<file path="config.mk">
export PLATFORM = sky130hd
export DESIGN_NAME = reduce_sum
export DESIGN_NICKNAME = d
export VERILOG_FILES = /design/src/rtl/reduce_pkg.sv /design/src/rtl/reduce_acc_add.sv /design/src/rtl/reduce_sum.sv
export SDC_FILE = /design/constraint.sdc
export NUM_CORES = 1
export LEC_CHECK = 0
export ABC_AREA = 1
export ABC_CLOCK_PERIOD_IN_PS = 2700
export CORE_MARGIN = 2
export CORE_UTILIZATION = 45
export CTS_CLUSTER_DIAMETER = 60
export DETAILED_ROUTE_END_ITERATION = 6
export PLACE_DENSITY = 0.7
export SLEW_MARGIN = 40
export SYNTH_ARGS = -nofsm -noshare
export SYNTH_HDL_FRONTEND = slang
export SYNTH_SLANG_ARGS = --single-unit
</file>
<file path="constraint.sdc">
create_clock -name clk -period 2.7 [get_ports clk]
set_clock_uncertainty 0.1 [all_clocks]
set_input_delay 0.405 -clock clk [delete_from_list [all_inputs] [get_ports clk]]
set_output_delay 0.405 -clock clk [all_outputs]
set_load 0.01 [all_outputs]
</file>
<file path="src/rtl/reduce_pkg.sv">
// Shared definitions for the reduce stages: state encoding and default widths.
// The adder bench and later reduce stages use these too, so they stay in step.
package reduce_pkg;

  localparam int IN_W  = 9;
  localparam int ACC_W = 16;
  localparam int CNT_W = 8;

  typedef enum logic [1:0] {
    IDLE  = 2'd0,
    ACCUM = 2'd1,
    DONE  = 2'd2
  } state_t;

endpackage

</file>
<file path="src/rtl/reduce_acc_add.sv">
// Accumulator add with carry-out detection.
// The REDUCE_SUM_SATURATE_EN macro makes the sum clamp to all-ones on carry-out.
// Without it, the sum wraps modulo 2^ACC_W.
// Once clamped, any later nonzero add carries again, and an add of zero keeps the
// value. The clamp therefore holds for the rest of the reduction.
module reduce_acc_add
  import reduce_pkg::*;
#(
  parameter int IN_W  = reduce_pkg::IN_W,
  parameter int ACC_W = reduce_pkg::ACC_W
) (
  input  logic [ACC_W-1:0] acc,
  input  logic [IN_W-1:0]  data,
  output logic [ACC_W-1:0] sum,
  output logic             carry
);

  logic [ACC_W:0] raw;

  // widened add, then wrap or clamp depending on build
  always_comb begin
    raw   = {1'b0, acc} + {{(ACC_W + 1 - IN_W){1'b0}}, data};
    carry = raw[ACC_W];
`ifdef REDUCE_SUM_SATURATE_EN
    sum   = carry ? {ACC_W{1'b1}} : raw[ACC_W-1:0];
`else
    sum   = raw[ACC_W-1:0];
`endif
  end

endmodule

</file>
<file path="src/rtl/reduce_sum.sv">
// Streaming sum-reduction stage sitting downstream of the 8-bit adder.
// It accumulates beats until in_last, then presents sum, beat count and overflow.
// The REDUCE_SUM_SATURATE_EN macro selects a saturating accumulator; the default wraps.
//
// state | meaning
// IDLE  | no partial sum held
// ACCUM | partial sum held in acc/cnt/ovf
// DONE  | result presented on out_*, input stalled
module reduce_sum
  import reduce_pkg::*;
#(
  parameter int IN_W  = reduce_pkg::IN_W,
  parameter int ACC_W = reduce_pkg::ACC_W,
  parameter int CNT_W = reduce_pkg::CNT_W
) (
  input  logic             clk,
  input  logic             rst_n,
  input  logic             in_valid,
  output logic             in_ready,
  input  logic [IN_W-1:0]  in_data,
  input  logic             in_last,
  output logic             out_valid,
  input  logic             out_ready,
  output logic [ACC_W-1:0] out_data,
  output logic [CNT_W-1:0] out_count,
  output logic             out_ovf
);

  state_t           state, state_nxt;
  logic [ACC_W-1:0] acc, acc_base, acc_nxt;
  logic [CNT_W-1:0] cnt, cnt_base, cnt_nxt;
  logic             ovf, ovf_nxt;
  logic             carry, cnt_wrap, accept;

  // a first beat starts from zero, so every reduction begins fresh
  always_comb begin
    acc_base = (state == ACCUM) ? acc : '0;
    cnt_base = (state == ACCUM) ? cnt : '0;
    cnt_nxt  = cnt_base + 1'b1;
    cnt_wrap = (state == ACCUM) && (cnt == {CNT_W{1'b1}});
    ovf_nxt  = ((state == ACCUM) && ovf) || carry || cnt_wrap;
  end

  reduce_acc_add #(
    .IN_W  (IN_W),
    .ACC_W (ACC_W)
  ) u_acc_add (
    .acc   (acc_base),
    .data  (in_data),
    .sum   (acc_nxt),
    .carry (carry)
  );

  // state register
  always_ff @(posedge clk or negedge rst_n) begin
    if (!rst_n) state <= IDLE;
    else        state <= state_nxt;
  end

  // next state; handshakes decode registered state only, with no out_ready -> in_ready path
  always_comb begin
    state_nxt = state;
    in_ready  = (state != DONE);
    out_valid = (state == DONE);
    accept    = in_valid && in_ready;
    case (state)
      IDLE, ACCUM: if (accept) state_nxt = in_last ? DONE : ACCUM;
      DONE:        if (out_ready) state_nxt = IDLE;
      default:     state_nxt = IDLE;
    endcase
  end

  // running totals, plus result capture on the last beat
  always_ff @(posedge clk or negedge rst_n) begin
    if (!rst_n) begin
      acc       <= '0;
      cnt       <= '0;
      ovf       <= 1'b0;
      out_data  <= '0;
      out_count <= '0;
      out_ovf   <= 1'b0;
    end else if (accept) begin
      acc <= acc_nxt;
      cnt <= cnt_nxt;
      ovf <= ovf_nxt;
      if (in_last) begin
        out_data  <= acc_nxt;
        out_count <= cnt_nxt;
        out_ovf   <= ovf_nxt;
      end
    end
  end

endmodule

</file>
; Word-level counts from Yosys, hierarchy flattened
; Cells that the tools add are included.
[word_totals]
reg_bits = 52
inputBits = 14
output_inout_bits = 27
wordCells = 30
[op_classes]
n_addsub = 2
n_eq_ne = 6
mux = 6
n_reduce_logical = 9
[op_table]
columns = op, count
row1 = $add A16 B9 Y17, 1
row2 = $mux W16, 1
row3 = $add A8 B1 Y8 const B, 1
row4 = $eq A8 B8 Y1 const B, 1
row5 = $mux W8, 1
row6 = $mux W2, 3
row7 = $ne A2 B2 Y1 const B, 2
row8 = $pmux W2 S2, 1
row9 = $reduce_and A2 Y1, 2
row10 = $logic_and A1 B1 Y1, 3
row11 = $eq A2 B1 Y1 const B, 1
row12 = $eq A2 B2 Y1 const B, 1
row13 = $logic_not A2 Y1, 1
row14 = $logic_or A1 B1 Y1, 2
row15 = $ne A2 B1 Y1 const B, 1
row16 = $reduce_or A2 Y1, 1

; Depth between registers and ports, before layout
[depth]
ltp_word = 5
ltp_mapped = 15
mapped_depth_nobuf = 14

; Cells and area by module
; A second synthesis with hierarchy kept.
[unflattened]
cells_unflattened = 420
area_unflattened_um2 = 3034.2
[modules_own_cells]
columns = mod, instances, cells_per_inst, area_per_inst_um2, seq_area_each_um2
row1 = reduce_sum, 1, 274, 2289.7, 1301.2
row2 = reduce_acc_add, 1, 146, 744.5, 0.0

; Worst setup path before layout
; Ideal clock, no wire load.
[synth_path]
kind = register to register
start = register state[1]
end = register acc[8]
setup_time_ns = 0.126
t_arrival_ns = 2.238
t_required_ns = 2.474
setup_slack_ns = 0.236
stages_incl_launch_ff = 14
n_path_buf = 1
synth_period_minus_slack_ns = 2.464
cell_sequence = dfrtp_1 -> inv_2 -> nand2_1 -> clkbuf_1 -> nor2_1 -> ha_1 -> fa_1 -> nand2_1 -> nand2_1 -> nand3_1 -> nand2_1 -> or2_2 -> nand3_1 -> o21ai_0
[synth_via]
elab_chain_len = 3
elab_cells_between_ends = 5
cone_classes = 1 x add/sub / 2 x eq/ne / 1 x mux / 1 x reduce/logical
[synth_lines]
columns = item, line_no
row1 = "start, declared", reduce_sum.sv:29  ; state_t state, state_nxt;
row2 = "start signal, assigned", reduce_sum.sv:57  ; else state <= state_nxt;
row3 = $eq A2 B1 Y1, reduce_sum.sv:37  ; acc_base = (state == ACCUM) ? acc : '0;
row4 = $mux W16, reduce_sum.sv:37
row5 = $add A16 B9 Y17, reduce_acc_add.sv:22  ; raw = {1'b0, acc} + {{(ACC_W + 1 - IN_W){1'b0}}, data};
row6 = "end signal, assigned", reduce_sum.sv:83  ; acc <= acc_nxt;
row7 = "end, declared", reduce_sum.sv:30  ; logic [ACC_W-1:0] acc, acc_base, acc_nxt;
; Several ways; a longest one is shown, not always the timed one.
; A chain may end at the register's enable or synchronous reset.

; Worst setup path in the final report
; Same ends and word-level chain as after synthesis.

==> out/results.md <==
| Group | Parameter | Reported |
|---|---|---|
| cts | Clock tree from TritonCTS | built |
| logic synthesis | Post-synthesis area per instance | 7.36 µm² |
| timing | Relative slew slack | 73.6% |
| worst setup path | Type of the worst setup path | reg -> reg |
| flow run | Max cap viols | 0 |
| timing | Endpoints failing setup | 0 |
| floorplan | Core area | 0.00635 mm² |
| grt | Sum of overflow across all layers after global routing | 0 |
| cts | H-tree depth reported by CTS | 2 |
| status | Outcome | finished, final reports clean |
| cts | Number of setup buffers added after CTS | 0 |
| detailed routing | Wire length per cell after detailed routing | 13.3 µm |
| power and ir drop | Overall power of the completed layout | 2.57 mW |
| detailed routing | DR vias | 2,625 |
| detailed routing | Per-cell via count in the routed design | 4.99 |
| cts | CTS root buffer | sky130_fd_sc_hd__clkbuf_8 |
| logic synthesis | Area leader, netlist | sky130_fd_sc_hd__dfrtp_1 |
| cts | Clock-pin slew on the worst setup and hold paths | 0.10 ns |
| timing | Worst-Margin Slew | 0.393 ns |
| logic synthesis | Area fraction of the dominant cell type after synthesis | 43.9% |
| cts | Buffer levels on the longest clock path | 2 |
| power and ir drop | LEAKAGE | 1.82 nW |
| worst setup path | Startpoint kind of the worst setup timing path | register |
| logic synthesis | Share of the yosys chip area belonging to registers | 43.9% |
| worst setup path | Crit Path Max Fanout | 8 |
| detailed routing | Number of design-rule violations left by the first detailed-router iteration | 187 |
| timing | Peak Freq | 0.403 GHz |
| floorplan | DIE AREA | 0.00725 mm² |
| grt | Number of antenna violations at the first check in global routing | 0 |
| floorplan | Boundary Pins | 41 |
| worst setup path | Reg2Reg Setup Slack | 0.22 ns |
| power and ir drop | Power per cell area | 718 mW/mm² |
| grt | All-Layer GR Usage | 21.0% |
| hold path | Min-Delay Path Class | reg -> reg |
| grt | Largest net degree at the start of global routing | 30 |
| cts | Skew-Pair Late Insertion Delay | 0.31 ns |
| floorplan | Chip height | 85.2 µm |
| place | Post-detail-place hpwl | 5240 µm |
| detailed routing | Number of antenna-violating nets in the routed design | 0 |
| worst setup path | Sort of element at the end of the critical path | register |
| logic synthesis | Total number of yosys warnings | 0 |
| final layout | Diodes inserted | 0 |
| place | Final estimated routing congestion in global placement | 0.879 |
| worst setup path | Arrival time worst endpoint | 2.58 ns |
| grt | Via count of the first global-routing pass | 2,644 |
| logic synthesis | Count of cell types in the netlist | 27 |
| timing | Setup repair after global routing missed its margin | no |
| logic synthesis | Cell count after synthesis | 403 |
| final layout | Post-synthesis to final-layout area growth | 20.7% |
| floorplan | Width of the chip | 85.2 µm |
| logic synthesis | Cell types occupying the most area after synthesis | sky130_fd_sc_hd__dfrtp_1, sky130_fd_sc_hd__nand2_1, sky130_fd_sc_hd__nand3_1, sky130_fd_sc_hd__inv_1, sky130_fd_sc_hd__o21ai_0 |
| timing | Tmin final | 2.48 ns |
| grt | Wire length of the first global-routing pass | 12,300 µm |
| timing | Final Hold Fails | 0 |
| detailed routing | Total DRC errors in the routed layout | 0 |
| cts | Total clock buffers created by CTS | 5 |
| logic synthesis | Synthesized Nets | 428 |
| floorplan | Total number of placement rows | 29 |
| floorplan | Initial Utilization | 46.7% |
| detailed routing | Detailed Routing Iterations Pass 1 | 4 |
| power and ir drop | Worst voltage drop across the vdd grid | 398 µV |
| logic synthesis | Cell area after synthesis | 0.00296 mm² |
| timing | Final Cycle Share | 92.0% |
| final layout | NumNets Final | 473 |
| place | Port bufs | 40 |
| detailed routing | DRT Wirelength | 7010 µm |
| timing | Final-layout setup total negative slack | 0 ns |
| logic synthesis | Post-synthesis register bit count | 52 |
| timing | Final Max Slew Viols | 0 |
| worst setup path | Required arrival time at the worst endpoint | 2.79 ns |
| cts | Number of sinks driven by the clock tree | 52 |
| final layout | Layout cells sized above 1 | 7.80% |
## cell usage in the layout (no fill, tap or decap), types with 2 or more instances in the layout
| cell | n |
|---|---|
| sky130_fd_sc_hd__nand2_1 | 142 |
| sky130_fd_sc_hd__dfrtp_1 | 52 |
| sky130_fd_sc_hd__nand3_1 | 50 |
| sky130_fd_sc_hd__inv_1 | 43 |
| sky130_fd_sc_hd__clkdlybuf4s50_1 | 39 |
| sky130_fd_sc_hd__nor2_1 | 29 |
| sky130_fd_sc_hd__o21ai_0 | 26 |
| sky130_fd_sc_hd__ha_1 | 10 |
| sky130_fd_sc_hd__buf_4 | 8 |
| sky130_fd_sc_hd__a21oi_1 | 6 |
| sky130_fd_sc_hd__clkbuf_8 | 6 |
| sky130_fd_sc_hd__inv_2 | 5 |
| sky130_fd_sc_hd__xnor2_1 | 4 |
| sky130_fd_sc_hd__xor2_1 | 4 |
| sky130_fd_sc_hd__nor2_2 | 3 |
| sky130_fd_sc_hd__or2_2 | 3 |
| sky130_fd_sc_hd__nand4_1 | 3 |
| sky130_fd_sc_hd__nand2_2 | 2 |
| sky130_fd_sc_hd__nor3_2 | 2 |
## worst max-delay path, stage by stage (launching register included)
cell and delay, ns:
sky130_fd_sc_hd__dfrtp_1 0.44, sky130_fd_sc_hd__inv_2 0.12, sky130_fd_sc_hd__nand2_2 0.18, sky130_fd_sc_hd__nor2_1 0.06, sky130_fd_sc_hd__ha_1 0.22, sky130_fd_sc_hd__fa_1 0.42, sky130_fd_sc_hd__nand2_1 0.08, sky130_fd_sc_hd__nand2_1 0.10
sky130_fd_sc_hd__nand3_1 0.10, sky130_fd_sc_hd__nand2_1 0.10, sky130_fd_sc_hd__or2_2 0.30, sky130_fd_sc_hd__nand3_1 0.07, sky130_fd_sc_hd__o21ai_0 0.07
## per-layer routing
layer / part of all wire, % / track usage [%]
met3: 3.8 / 3.60
met5: 0 / 0
met2: 47 / 35.2
met1: 48 / 29.2
met4: 0.57 / 3.46
## kinds of logic after synthesis
group	synth area share, %
compound gates	5.87
fa+ha+maj	4.90
xor+xnor	2.36
flops	43.9
simple gates	34.5
buf+inv	8.48
## state kept, by name, indices dropped and copies added (netlist names)
signal / flops
out_data: 16
cnt: 8
acc: 16
out_count: 8
state: 2
ovf: 1
out_ovf: 1
## path summary, 6_finish.rpt
kind | startpoint | to | cells after the start
max in group asynchronous | rst_n | acc[9] | 3
worst min register to register | out_data[15] | out_data[15] | 2
worst max register to register | state[1] | acc[8] | 12
worst max-delay path | state[1] | acc[8] | 12
worst min-delay path | out_data[15] | out_data[15] | 2
min in group asynchronous | rst_n | acc[15] | 2
## timing repair
item	CTS	global route
endpoints found under the setup margin	0	6
resized for setup	0	1
hold buffers	1	0
endpoints found under the hold margin	15	0
## area by class of cell
| cell class | instances | area (µm²) |
|---|---|---|
| Timing Repair Buffer | 49 | 465 |
| Tap cell | 77 | 96.3 |
| Inverter | 48 | 180 |
| Clock inverter | 2 | 38.8 |
| Sequential cell | 52 | 1300 |
| Clock buffer | 6 | 82.6 |
| Fill cell | 633 | 2770 |
| Multi-Input combinational cell | 292 | 1410 |
## synth_stat cells
cell type,count
sky130_fd_sc_hd__xnor2_1,4
sky130_fd_sc_hd__fa_1,1
sky130_fd_sc_hd__nor2_1,29
sky130_fd_sc_hd__or2_2,3
sky130_fd_sc_hd__nand2_2,1
sky130_fd_sc_hd__nor3_1,1
sky130_fd_sc_hd__o22ai_1,1
sky130_fd_sc_hd__nand3_2,1
sky130_fd_sc_hd__nand3_1,50
sky130_fd_sc_hd__o21ai_0,26
sky130_fd_sc_hd__nand4_1,3
sky130_fd_sc_hd__and2_1,1
sky130_fd_sc_hd__buf_6,3
sky130_fd_sc_hd__inv_2,5
sky130_fd_sc_hd__a21oi_1,6
sky130_fd_sc_hd__nand2_4,1
sky130_fd_sc_hd__ha_1,10
sky130_fd_sc_hd__nor3_2,2
sky130_fd_sc_hd__nand2_1,143
sky130_fd_sc_hd__xor2_1,4
sky130_fd_sc_hd__inv_1,43
sky130_fd_sc_hd__dfrtp_1,52
sky130_fd_sc_hd__nor2_2,3
sky130_fd_sc_hd__o31ai_1,1
sky130_fd_sc_hd__buf_2,6
sky130_fd_sc_hd__nor2_4,1
sky130_fd_sc_hd__clkbuf_1,2
## report_power, final
part | switching (mW) | total, mW | internal, mW
Sequential | 0.0974 | 1.04 | 0.946
Clock | 0.274 | 0.578 | 0.304
Combinational | 0.544 | 0.946 | 0.402
## metrics by stage
stage	setup WS, ns	util, %	instance area [µm²]	hold slack, ns	cells
after global placement	0.218	54.2	3440	0.247	517
after floorplan	0.236	-	2960	0.00941	403
after detailed placement	0.158	54.2	3440	0.253	517
after global routing	0.0580	56.4	3580	0.409	526
after CTS	0.133	56.3	3580	0.393	526
final	0.217	56.4	3580	0.384	526
(Power assumes the default switching activity.)
